$ cat config.mk
export PLATFORM = sky130hd
export DESIGN_NAME = muldiv_unit
export DESIGN_NICKNAME = d
export VERILOG_FILES = /design/src/rtl/rv_alu_pkg.sv /design/src/rtl/muldiv_step.sv /design/src/rtl/muldiv_unit.sv
export SDC_FILE = /design/constraint.sdc
export NUM_CORES = 1
export LEC_CHECK = 0
export ABC_AREA = 1
export ABC_CLOCK_PERIOD_IN_PS = 4600
export CELL_PAD_IN_SITES_DETAIL_PLACEMENT = 1
export CELL_PAD_IN_SITES_GLOBAL_PLACEMENT = 1
export CORE_ASPECT_RATIO = 0.9
export CORE_MARGIN = 2
export CORE_UTILIZATION = 47
export CTS_BUF_LIST = sky130_fd_sc_hd__clkbuf_4
export DETAILED_ROUTE_END_ITERATION = 6
export PLACE_DENSITY = 0.9
export SYNTH_ARGS = -nofsm -noshare
export SYNTH_HDL_FRONTEND = slang
export SYNTH_SLANG_ARGS = --single-unit
$ cat constraint.sdc
create_clock -name clk -period 4.6 [get_ports clk]
set_input_delay 0.92 -clock clk [delete_from_list [all_inputs] [get_ports clk]]
set_output_delay 0.92 -clock clk [all_outputs]
set_load 0.01 [all_outputs]
$ cat src/rtl/rv_alu_pkg.sv
// Shared ALU control codes and the multiply/divide FSM state type.
// The decoder uses the same codes, so they are defined only here.
package rv_alu_pkg;

  localparam logic [3:0] ALU_MUL  = 4'b1010;
  localparam logic [3:0] ALU_DIV  = 4'b1011;
  localparam logic [3:0] ALU_DIVU = 4'b1100;
  localparam logic [3:0] ALU_REM  = 4'b1101;
  localparam logic [3:0] ALU_REMU = 4'b1110;

  typedef enum logic [1:0] {
    ST_IDLE,
    ST_PREP,
    ST_RUN,
    ST_FIN
  } muldiv_state_t;

  function automatic logic is_div_op(input logic [3:0] code);
    return (code == ALU_DIV) || (code == ALU_DIVU) ||
           (code == ALU_REM) || (code == ALU_REMU);
  endfunction

  function automatic logic is_signed_div(input logic [3:0] code);
    return (code == ALU_DIV) || (code == ALU_REM);
  endfunction

endpackage

$ cat src/rtl/muldiv_step.sv
// One combinational iteration: a shift-add multiply step, or one restoring
// divide step that produces one quotient bit.
module muldiv_step #(
  parameter int XLEN = 32
) (
  input  logic            is_mul,
  input  logic [XLEN-1:0] acc,
  input  logic [XLEN-1:0] x,
  input  logic [XLEN-1:0] y,
  output logic [XLEN-1:0] acc_next,
  output logic [XLEN-1:0] x_next,
  output logic [XLEN-1:0] y_next
);

  logic [XLEN:0] trial;
  logic [XLEN:0] diff;

  // Divide: y shifts the dividend out at the top and the quotient in at the
  // bottom. diff[XLEN] set means the trial subtraction borrowed.
  always_comb begin
    trial    = {acc, y[XLEN-1]};
    diff     = trial - {1'b0, x};
    acc_next = acc;
    x_next   = x;
    y_next   = y;
    if (is_mul) begin
      acc_next = acc + (y[0] ? x : '0);
      x_next   = x << 1;
      y_next   = y >> 1;
    end else if (!diff[XLEN]) begin
      acc_next = diff[XLEN-1:0];
      y_next   = {y[XLEN-2:0], 1'b1};
    end else begin
      acc_next = trial[XLEN-1:0];
      y_next   = {y[XLEN-2:0], 1'b0};
    end
  end

endmodule

$ cat src/rtl/muldiv_unit.sv
// Multi-cycle RV32M execute unit: MUL, DIV, DIVU, REM and REMU.
// It stalls the pipeline through busy and returns a registered result with a done pulse.
module muldiv_unit
  import rv_alu_pkg::*;
#(
  parameter int XLEN = 32
) (
  input  logic            clk,
  input  logic            rst_n,
  input  logic            start,
  input  logic [3:0]      alu_ctrl,
  input  logic [XLEN-1:0] op_a,
  input  logic [XLEN-1:0] op_b,
  input  logic            flush,
  output logic            busy,
  output logic            done,
  output logic [XLEN-1:0] result
);

  localparam logic [XLEN-1:0] MIN_INT = {1'b1, {(XLEN-1){1'b0}}};

  muldiv_state_t   state, state_next;
  logic [3:0]      op;
  logic [XLEN-1:0] acc, x, y;
  logic [XLEN-1:0] acc_step, x_step, y_step;
  logic [4:0]      cnt;
  logic            q_neg, r_neg;
  logic            div_zero, div_ovf, supported;
  logic [XLEN-1:0] fin_value;

  assign div_zero  = is_div_op(alu_ctrl) && (op_b == '0);
  assign div_ovf   = is_signed_div(alu_ctrl) && (op_a == MIN_INT) && (op_b == '1);
  assign supported = (alu_ctrl == ALU_MUL) || is_div_op(alu_ctrl);
  assign busy      = (state != ST_IDLE);

  muldiv_step #(.XLEN(XLEN)) u_step (
    .is_mul   (op == ALU_MUL),
    .acc      (acc),
    .x        (x),
    .y        (y),
    .acc_next (acc_step),
    .x_next   (x_step),
    .y_next   (y_step)
  );

  always_ff @(posedge clk or negedge rst_n) begin
    if (!rst_n) state <= ST_IDLE;
    else        state <= state_next;
  end

  always_comb begin
    state_next = state;
    case (state)
      ST_IDLE: if (start) state_next = (supported && !div_zero && !div_ovf) ? ST_PREP : ST_FIN;
      ST_PREP: state_next = ST_RUN;
      ST_RUN:  if (cnt == 5'd0) state_next = ST_FIN;
      ST_FIN:  state_next = ST_IDLE;
      default: state_next = ST_IDLE;
    endcase
    if (flush) state_next = ST_IDLE;
  end

  // x holds multiplicand or divisor; y holds multiplier or dividend/quotient.
  // Shortcuts preload y (quotient) or acc (remainder) so FIN needs no special case.
  always_ff @(posedge clk or negedge rst_n) begin
    if (!rst_n) begin
      op    <= '0;
      acc   <= '0;
      x     <= '0;
      y     <= '0;
      cnt   <= '0;
      q_neg <= 1'b0;
      r_neg <= 1'b0;
    end else if (!flush) begin
      case (state)
        ST_IDLE: if (start) begin
          op    <= alu_ctrl;
          x     <= op_b;
          q_neg <= 1'b0;
          r_neg <= 1'b0;
          if (div_zero) begin
            y   <= '1;
            acc <= op_a;
          end else if (div_ovf) begin
            y   <= MIN_INT;
            acc <= '0;
          end else begin
            y   <= op_a;
            acc <= '0;
          end
        end
        ST_PREP: begin
          if (is_signed_div(op)) begin
            x     <= x[XLEN-1] ? -x : x;
            y     <= y[XLEN-1] ? -y : y;
            q_neg <= x[XLEN-1] ^ y[XLEN-1];
            r_neg <= y[XLEN-1];
          end
          cnt <= 5'd31;
        end
        ST_RUN: begin
          acc <= acc_step;
          x   <= x_step;
          y   <= y_step;
          if (cnt != 5'd0) cnt <= cnt - 5'd1;
        end
        default: ;
      endcase
    end
  end

  always_comb begin
    fin_value = '0;
    case (op)
      ALU_MUL:            fin_value = acc;
      ALU_DIV, ALU_DIVU:  fin_value = q_neg ? -y : y;
      ALU_REM, ALU_REMU:  fin_value = r_neg ? -acc : acc;
      default:            fin_value = '0;
    endcase
  end

  always_ff @(posedge clk or negedge rst_n) begin
    if (!rst_n) begin
      done   <= 1'b0;
      result <= '0;
    end else begin
      done <= 1'b0;
      if (state == ST_FIN && !flush) begin
        done   <= 1'b1;
        result <= fin_value;
      end
    end
  end

endmodule

---- Word-level counts from Yosys, hierarchy flattened ----
Cells that the tools add are included.
operators by class
  add/subtract/negate cells ............... 6
  equality and inequality tests ........... 23
  multiplexer cells ....................... 35
  bitwise operators ....................... 2
  reductions and logical operators ........ 35
operators with widths
  cell                  count
  $mux 32               17
  $pmux 32 s3           3
  $neg 32->32           3
  $eq 32x32->1 const B  2
  $pmux 32 s2           1
  $eq 4x4->1 const B    10
  $sub 33x32->33        1
  $add 32x32->32        1
  $logic_not 32->1      1
  $ne 2x2->1 const B    5
  $pmux 5 s2            1
  $reduce_and 5->1      2
  $reduce_and 3->1      3
  $mux 2                4
  $pmux 2 s4            1
  $reduce_and 4->1      2
  $reduce_bool 2->1     4
  $logic_and 1x1->1     6
  $logic_or 1x1->1      6
  $ne 3x3->1 const B    2
  $reduce_and 6->1      1
  $logic_not 5->1       1
  $mux 1                5
  $mux 5                1
  other kinds (13)      18
storage, ports and cells
  register bits after elaboration ......... 142
  input port bits ......................... 72
  output and inout bits ................... 34
  logic and storage cells ................. 113

---- Depth between registers and ports, before layout ----
Gate-level depths: netlist of run 1.
  depth after elaboration ................. 12
  mapped depth ............................ 21

---- Hierarchy ----
From an unflattened synthesis of run 1, not the netlist that was laid out.
second synthesis, totals
  cell total of the unflattened synthesis .. 3,188
  area total of the unflattened synthesis .. 17,608.1 µm²
modules (own cells, without submodules)
  module       times used  cells an instance  area each (µm²)  sequential area each (µm²)
  muldiv_unit  1           1,835              11,188.2         3,553.4
  muldiv_step  1           1,353              6,419.9          0.0

---- Worst setup path after synthesis of run 1 ----
No wires, ideal clock.
  path kind ............................... reg-to-reg
  from .................................... register y[0]
  to ...................................... register acc[28]
  library setup time ...................... 0.117 ns
  data arrival time ....................... 2.383 ns
  data required time ...................... 4.483 ns
  setup slack ............................. 2.101 ns
  stages on the path, launching flop included .. 22
  buffers on the path ..................... 2
  clock period less this slack ............ 2.499 ns
  cells stage by stage .................... dfrtp_1 buf_6 clkbuf_1 nand2_1 inv_1 ha_1 inv_1 fa_1 inv_1 nand3_1 nand2_1 nand3_1 nand2_1 nand2_1 nand2_1 nand3b_1 nand2_1 nand2_1 nand3_1 nand3_1 nand2_1 nand2_1
on the way
  longest elaborated chain between the ends .. 4
RTL lines
  element                   line                RTL
  start: declaration        muldiv_unit.sv:24   logic [XLEN-1:0] acc, x, y;
  start signal: assignment  muldiv_unit.sv:88   y <= op_a;
  start signal: assignment  muldiv_unit.sv:95   y <= y[XLEN-1] ? -y : y;
  start signal: assignment  muldiv_unit.sv:104  y <= y_step;
  $mux 32                   muldiv_step.sv:27   acc_next = acc + (y[0] ? x : '0);
  $add 32x32->32            muldiv_step.sv:27
  $mux 32                   muldiv_step.sv:26   if (is_mul) begin
  $pmux 32 s2               muldiv_unit.sv:75   case (state)
  end signal: assignment    muldiv_unit.sv:83   acc <= op_a;
  end signal: assignment    muldiv_unit.sv:102  acc <= acc_step;
  end: declaration          muldiv_unit.sv:24
Every way passes these cells.
A chain may end at the register's enable or synchronous reset.

---- Worst setup path after layout of run 1 ----
  from .................................... register y[0]
  to ...................................... register result[31]
on the way
  longest elaborated chain between the ends .. 3
RTL lines
  element                 line                RTL
  $neg 32->32             muldiv_unit.sv:116  ALU_DIV, ALU_DIVU: fin_value = q_neg ? -y : y;
  $mux 32                 muldiv_unit.sv:116
  $pmux 32 s3             muldiv_unit.sv:114  case (op)
  end signal: assignment  muldiv_unit.sv:130  result <= fin_value;
  end: declaration        muldiv_unit.sv:17   output logic [XLEN-1:0] result
Every way passes these cells.

==> run metrics, run 1 <==
Leak=8.958 nW; dpl cells=approximately 3.3k; number of flops mapped to enable cells by yosys=0; CP max stage delay=440 ps; maximum VDD drop=~0.00049 V; GRT overflow=0; root buffer cell=clkbuf_4; DRC=0; relative slew slack=a little under a quarter; leading area contributor after synthesis=dfrtp_1; Ys Warns=0; critical path class=flip-flop to flip-flop; register area share after synthesis=a little over a fifth; DIE HEIGHT=around 180 um; share of cells above drive strength 1=3.834%; Avg Inst Size Synth=between 5 and 6 sq um; H-tree levels=4; Cells after Synth=2842; Setup Buffers After CTS=0; pre-CTS setup slack=between 900 and 1000 ps; row cnt=64; Clock Latency Late Sink=700 ps; largest net degree at the start of global routing=between 90 and 100; post_cts resized=0; Min-Delay Path Class=primary input to asynchronous set/reset pin; fin cells=between 3k and 4k; Crit. End Element=flip-flop; async set-reset flop share out of synthesis=100.0%; Clock Path Buffers=2; DPL Wire Length=62.59 mm; top cells by area, synth=dfrtp_1 22%, nand2_1 21%, inv_1 8.2%, nand3_1 7.1%, nor2_1 6.3%; Crit path top cell by count=nand2_1; CP Buf/Inv Count=3; CP Cell Sequence=inv_2, nand2_1, nor3_2, nand2_1, inv_1, nand3_1, inv_1, nand3_1, nor3_1, ha_1, a21oi_1, o21ai_0, o211ai_1, nand2_1, nand2_1; first-pass GRT wire length=119.7 mm; Slew Viols, Final=0; total negative slack=0 ps; Die Footprint=roughly 36000 sq um; final worst setup slack=1149 ps; Final setup viols=0; initial antenna violation count=7; Synth cell types=55; number of global-route vias before repair=a little over 20k; post-route clock period utilization=about three quarters; post-synthesis instance area=around 16000 sq um; starting density of the core=a little under half; area delta synth->final=9.481%; Slowest-stage cell, CP=dfrtp_1; Detailed Route Iter0 Violations=slightly above 2k; critical path launch point type=flip-flop; ANT nets after route=0; Max Cap Viol=0; drt pass-1 iters=7; IO buf count=around 110; CTS tree=yes; area share of the largest cell type after synthesis=between 20% and 30%; width of the die=roughly 200 um; hold buffer count at CTS=0; RSZ-0062 raised after global routing=no; Crit Path Max Fanout=5; Vias=around 21k; delay-heaviest family, CP=simple AND/OR/NAND/NOR gates; Max Clk Rate=289.8 MHz; Tmin final=approximately 3500 ps; Synth Flop Type=dfrtp_1; Critical Path AT=~4100 ps; Global Route Usage Sum=42.75%; Sink Count=approximately 140; core area=34190 sq um; status=finished clean; Seq cells post-synth=142; Setup crit start=y[0]$_DFFE_PN0P_; CP required=around 5200 ps; syn nets=2990; fillers=4983; # nets final=3033; Routed WL=approximately 80 mm; Worst-path clk slew=140 ps; measured slew at the worst slew-check pin=roughly 1200 ps; Hold Vio Cnt, Final=0; vias per cell=slightly above 6; GP Congestion=roughly 1; PD cells=~840 nW/um^2; TritonCTS Buffers=17; Top Ports=~110; final clock skew=about 27 ps; worst r2r src=y[0]$_DFFE_PN0P_; wire per inst=around 23 um
## where the power goes
group | total (mW) | internal (mW) | switching, mW
logic | 11.5 | 3.37 | 8.14
registers | 2.78 | 1.79 | 0.990
clock network | 0.791 | 0.261 | 0.530
total | 15.1 | 5.43 | 9.66
## layout by cell type (no fill, tap or decap), types with 11 or more instances in the layout
cell,netlist,layout
xor2_1,37,37
inv_2,15,15
o211ai_1,59,59
nor2_1,274,274
dfrtp_1,142,142
o21ai_0,172,172
nand4_1,51,51
buf_4,3,18
nand3_1,233,233
clkbuf_4,0,19
inv_1,360,360
nand2_2,11,11
ha_1,74,72
a22oi_1,21,21
xnor2_1,14,14
nor2_2,13,13
a21oi_1,199,199
nand3b_1,12,12
o22ai_1,21,21
nor3_1,26,26
nand2_1,928,928
clkdlybuf4s50_1,0,104
## routing by layer
metal / vias up / track usage [%] / part of all wire (%)
met4: 6 / 17.57 / 4.1
met1: 9990 / 57.45 / 43
met2: 1084 / 64.03 / 42
li1: 9340 / - / -
met5: - / 0 / 0.18
met3: 208 / 12.50 / 11
## logic make-up after synthesis
group / after synthesis / share of synthesized area, %
simple gates: 1584 / 40.60
compound gates: 513 / 17.68
buf+inv: 476 / 11.45
flops: 142 / 21.66
fa+ha+maj: 76 / 5.889
xor+xnor: 51 / 2.723
## final timing paths
check / to / slack (ps) / depth (start not counted)
max: result[31]$_DFFE_PN0P_ / 1150 / 15
min: acc[21]$_DFFE_PN0P_ / 290 / 1
max reg2reg: result[31]$_DFFE_PN0P_ / 1150 / 15
min reg2reg: result[1]$_DFFE_PN0P_ / 490 / 2
max in group asynchronous: result[29]$_DFFE_PN0P_ / 3240 / 2
min in group clk: result[1]$_DFFE_PN0P_ / 490 / 2
## Yosys cell counts, types with 3 or more instances
library cell / instances
a22oi_1: 21
nand3b_1: 12
o21ai_1: 8
o221ai_1: 4
or2_2: 9
buf_2: 16
nor2_2: 13
inv_2: 15
nor3_2: 5
nand2_1: 928
nor3_1: 26
ha_1: 74
inv_1: 360
o21a_1: 4
o21ai_0: 172
dfrtp_1: 142
o22ai_1: 21
nand4_1: 51
a21o_1: 4
nor2_1: 274
buf_1: 7
clkbuf_1: 65
nand3_1: 233
xor2_1: 37
a21oi_1: 199
buf_6: 8
nor4_1: 9
o211ai_1: 59
nand2_2: 11
buf_4: 3
and2_1: 3
xnor2_1: 14
o21bai_1: 6
## worst register-to-register path, stage by stage, from the launching register on
cell and delay (ps):
dfrtp_1 440, inv_2 130, nand2_1 130, nor3_2 370, nand2_1 200, inv_1 150
nand3_1 140, inv_1 140, nand3_1 120, nor3_1 260, ha_1 300, a21oi_1 140
o21ai_0 360, o211ai_1 310, nand2_1 100, nand2_1 90
## registers in the layout, indices dropped and copies added (netlist names)
| name | cells |
|---|---|
| done | 1 |
| state | 2 |
| y | 32 |
| cnt | 5 |
| q_neg | 1 |
| op | 4 |
| result | 32 |
| x | 32 |
| acc | 32 |
| r_neg | 1 |
## stage by stage
| stage | util [%] | cell area, sq um | power [mW] | hold slack [ps] |
|---|---|---|---|---|
| 2_1_floorplan | - | 16400 | 10.06 | 472.6 |
| 3_3_place_gp | 51.82 | 17720 | 13.42 | 463.9 |
| 3_5_place_dp | 51.82 | 17720 | 13.87 | 468.3 |
| 4_1_cts | 52.46 | 17940 | 14.70 | 388.0 |
| 5_1_grt | 52.48 | 17950 | 16.19 | 375.0 |
| 6_report | 52.52 | 17960 | 15.09 | 285.8 |
## area by class of cell
class                           count  area, sq um  area share (%)
Multi-Input combinational cell   2224        10980           61.16
Sequential cell                   142         3553           19.79
Inverter                          377         1415           7.880
Timing Repair Buffer              123         1187           6.612
Tap cell                          462        578.1           3.219
Clock buffer                       19        142.6          0.7943
Clock inverter                     10        76.32          0.4250
Antenna cell                        9        22.52          0.1254
No activity file was read; power rests on OpenSTA's default activity.
==> run 2: changes to the inputs <==
Settings changed: ABC_CLOCK_PERIOD_IN_PS 4600 to 3270, CORE_UTILIZATION 47 to 43, PLACE_DENSITY 0.9 to 0.83.
Clock period 4.6 ns to 3.27 ns, I/O delays scaled along.
==> run 2 against run 1 <==
Net effect:
- the run now ends with design-rule violations left
- global-route usage fell by 1.6 points
- combinational power rose by 52%
- wire length grew 4.0%
- setup slack worse by 990 ps
- via count up 0.20%
- core utilization shrank 2.5 points
- power is 49% higher
- register-to-register slack got worse by 990 ps
- sequential share of layout area fell by 0.77 points
- critical endpoint is now acc[21]$_DFFE_PN0P_
- largest power group unchanged
- highest routed layer unchanged
==> run metrics, run 2 (synthesis gave the netlist of run 1 again) <==
fin cells=3458 (was 3366); placed inst area=18340 sq um (was 17720 sq um); Slowest-stage cell, CP=dfrtp_1 (unchanged); H-tree levels=4 (unchanged); worst r2r src=x[25]$_DFFE_PN0P_ (was y[0]$_DFFE_PN0P_); reg2reg setup slack=160 ps (was 1150 ps); Vias=20.67k (was 20.63k); design area=18690 sq um (was 17960 sq um); crit path to=acc[21]$_DFFE_PN0P_ (was result[31]$_DFFE_PN0P_); final clock skew=41.80 ps (was 26.76 ps); Setup Buffers After CTS=0 (unchanged); total negative slack=0 ps (unchanged); RSZ-0062 raised after global routing=no (unchanged); Crit path top cell by count=nand2_1 (unchanged); Pwr Total=22.43 mW (was 15.09 mW); CP Cell Sequence=inv_1, ha_2, nand2_1, nor2_2, inv_2, nor3_2, and2_1, nand2_2, nand2_2, nand2_1, nand2_4, buf_4, nand2_1, nand3_1, nand3_1, nand2_1, nand2_1 (was inv_2, nand2_1, nor3_2, nand2_1, inv_1, nand3_1, inv_1, nand3_1, nor3_1, ha_1, a21oi_1, o21ai_0, o211ai_1, nand2_1, nand2_1); Crit Path Max Fanout=17 (was 5); worst flop-to-flop path endpoint=acc[21]$_DFFE_PN0P_ (was result[31]$_DFFE_PN0P_); starting density of the core=43.87% (was 47.97%); row cnt=67 (was 64); core area=37390 sq um (was 34190 sq um); most frequent cells in the layout=928 x nand2_1, 360 x inv_1, 274 x nor2_1 (unchanged); Top Ports=106 (unchanged); dpl cells=3424 (was 3328); CP required=3850 ps (was 5230 ps); area delta synth->final=13.94% (was 9.481%); Detailed Route Iter0 Violations=2357 (was 2066); PD cells=1200 nW/um^2 (was 840.3 nW/um^2); GP Congestion=1.001 (was 1.027); IO buf count=105 (unchanged); DIE HEIGHT=189.3 um (was 181.2 um); Sink Count=142 (unchanged); number of global-route vias before repair=20.91k (was 20.54k); Critical Path AT=3690 ps (was 4080 ps); critical path class=flip-flop to flip-flop (unchanged); Max Cap Viol=0 (unchanged); Worst-path clk slew=150 ps (was 140 ps); GRT overflow=0 (unchanged); first-pass GRT wire length=123.9 mm (was 119.7 mm); share of cells above drive strength 1=6.456% (was 3.834%); DRC=8 (was 0); status=finished, violations left (was finished clean); Crit. End Element=flip-flop (unchanged); post-route clock period utilization=95.08% (was 75.02%); Die Footprint=39730 sq um (was 36410 sq um); ANT nets after route=0 (unchanged); reg2reg path depth=17 (was 15); Routed WL=81.26 mm (was 78.10 mm); CP Buf/Inv Count=3 (unchanged); Tmin final=3109 ps (was 3451 ps); initial antenna violation count=2 (was 7); Final setup viols=0 (unchanged); wire per inst=23.50 um (was 23.20 um); Leak=9.403 nW (was 8.958 nW); Max Clk Rate=321.6 MHz (was 289.8 MHz); width of the die=209.9 um (was 200.9 um); drt pass-1 iters=7 (unchanged); Clock Latency Late Sink=700 ps (about the same); measured slew at the worst slew-check pin=1021 ps (was 1160 ps); Clock Path Buffers=2 (unchanged); Slew Viols, Final=0 (unchanged); Hold Worst Slack=492.5 ps (was 285.8 ps); # nets final=3109 (was 3033); TritonCTS Buffers=17 (unchanged); Global Route Usage Sum=41.13% (was 42.75%); CP max stage delay=490 ps (was 440 ps); commonest non-fill, non-tap cell in the layout=nand2_1 (unchanged); DPL Wire Length=66.15 mm (was 62.59 mm); largest net degree at the start of global routing=89 (was 95); CTS tree=yes (unchanged); Crit. path cell count=17 (was 15); root buffer cell=clkbuf_4 (unchanged); vias per cell=5.977 (was 6.128); violated checks=design-rule violations; maximum VDD drop=0.0006502 V (was 0.0004869 V); Min-Delay Path Class=flip-flop to flip-flop (was primary input to asynchronous set/reset pin); Hold Vio Cnt, Final=0 (unchanged); critical path launch point type=flip-flop (unchanged); relative slew slack=31.93% (was 22.65%); delay-heaviest family, CP=simple AND/OR/NAND/NOR gates (unchanged); Setup crit start=x[25]$_DFFE_PN0P_ (was y[0]$_DFFE_PN0P_)
-- run 2: cell types whose count changed in the layout (fill, tap and decap cells not counted), sizes merged --
cell | before | now
buf | 19 | 94
bufinv | 1 | 4
clkbuf | 19 | 20
clkinv | 9 | 8
clkinvlp | 2 | 1
diode | 9 | 1
dlygate4sd3 | 0 | 1
inv | 375 | 376
-- run 2: area by class of cell --
cell class	count	area [sq um]
Fill cell	5349	18700
Sequential cell	142	3553
Timing Repair Buffer	199	1798
Tap cell	483	604.3
Antenna cell	1	2.502
Clock buffer	20	150.1
Multi-Input combinational cell	2224	11000
Clock inverter	12	167.7
Inverter	377	1415
-- run 2: what timing repair did --
item                                    CTS  global route
endpoints found under the hold margin    46             0
hold buffers                              1             0
endpoints found under the setup margin    0            17
gates resized for setup                   0             3
-- run 2: worst min-delay path by stage --
stage	from	endpoint	slack (ps)	depth (start not counted)
finish	result[28]$_DFFE_PN0P_	result[28]$_DFFE_PN0P_	490	2
global route	result[20]$_DFFE_PN0P_	result[20]$_DFFE_PN0P_	530	2
CTS	result[28]$_DFFE_PN0P_	result[28]$_DFFE_PN0P_	500	2
detailed placement	result[26]$_DFFE_PN0P_	result[26]$_DFFE_PN0P_	460	2
global placement	result[27]$_DFFE_PN0P_	result[27]$_DFFE_PN0P_	460	2
floorplan	rst_n	acc[0]$_DFFE_PN0P_	360	0
-- run 2: power breakdown --
| part | internal (mW) | switching, mW |
|---|---|---|
| Clock | 0.626 | 0.791 |
| Sequential | 2.53 | 0.947 |
| Combinational | 5.29 | 12.2 |
| Total | 8.45 | 14.0 |
-- run 2: worst reg2reg max path, cell delays in order (launching register included) --
cell and delay (ps):
dfrtp_1 490, inv_1 250, ha_2 470, nand2_1 130, nor2_2 170, inv_2 60, nor3_2 210, and2_1 180
nand2_2 90, nand2_2 80, nand2_1 80, nand2_4 190, buf_4 200, nand2_1 60, nand3_1 70, nand3_1 100
nand2_1 100, nand2_1 50
-- run 2: through the flow --
stage / worst slack, ps / utilization [%]
after floorplan: 770.9 / -
after global placement: 334.4 / 49.06
after detailed placement: 233.8 / 49.06
after CTS: 235.5 / 49.94
after global routing: 10.01 / 49.99
final: 161.0 / 49.99
-- run 2: routing by layer --
layer / wire length (um) / vias up / global-route usage [%]
li1: - / 9487 / -
met1: 35340 / 10059 / 55.69
met2: 34240 / 944 / 62.00
met3: 7985 / 177 / 10.12
met4: 3684 / 2 / 18.25
met5: 12 / - / 0
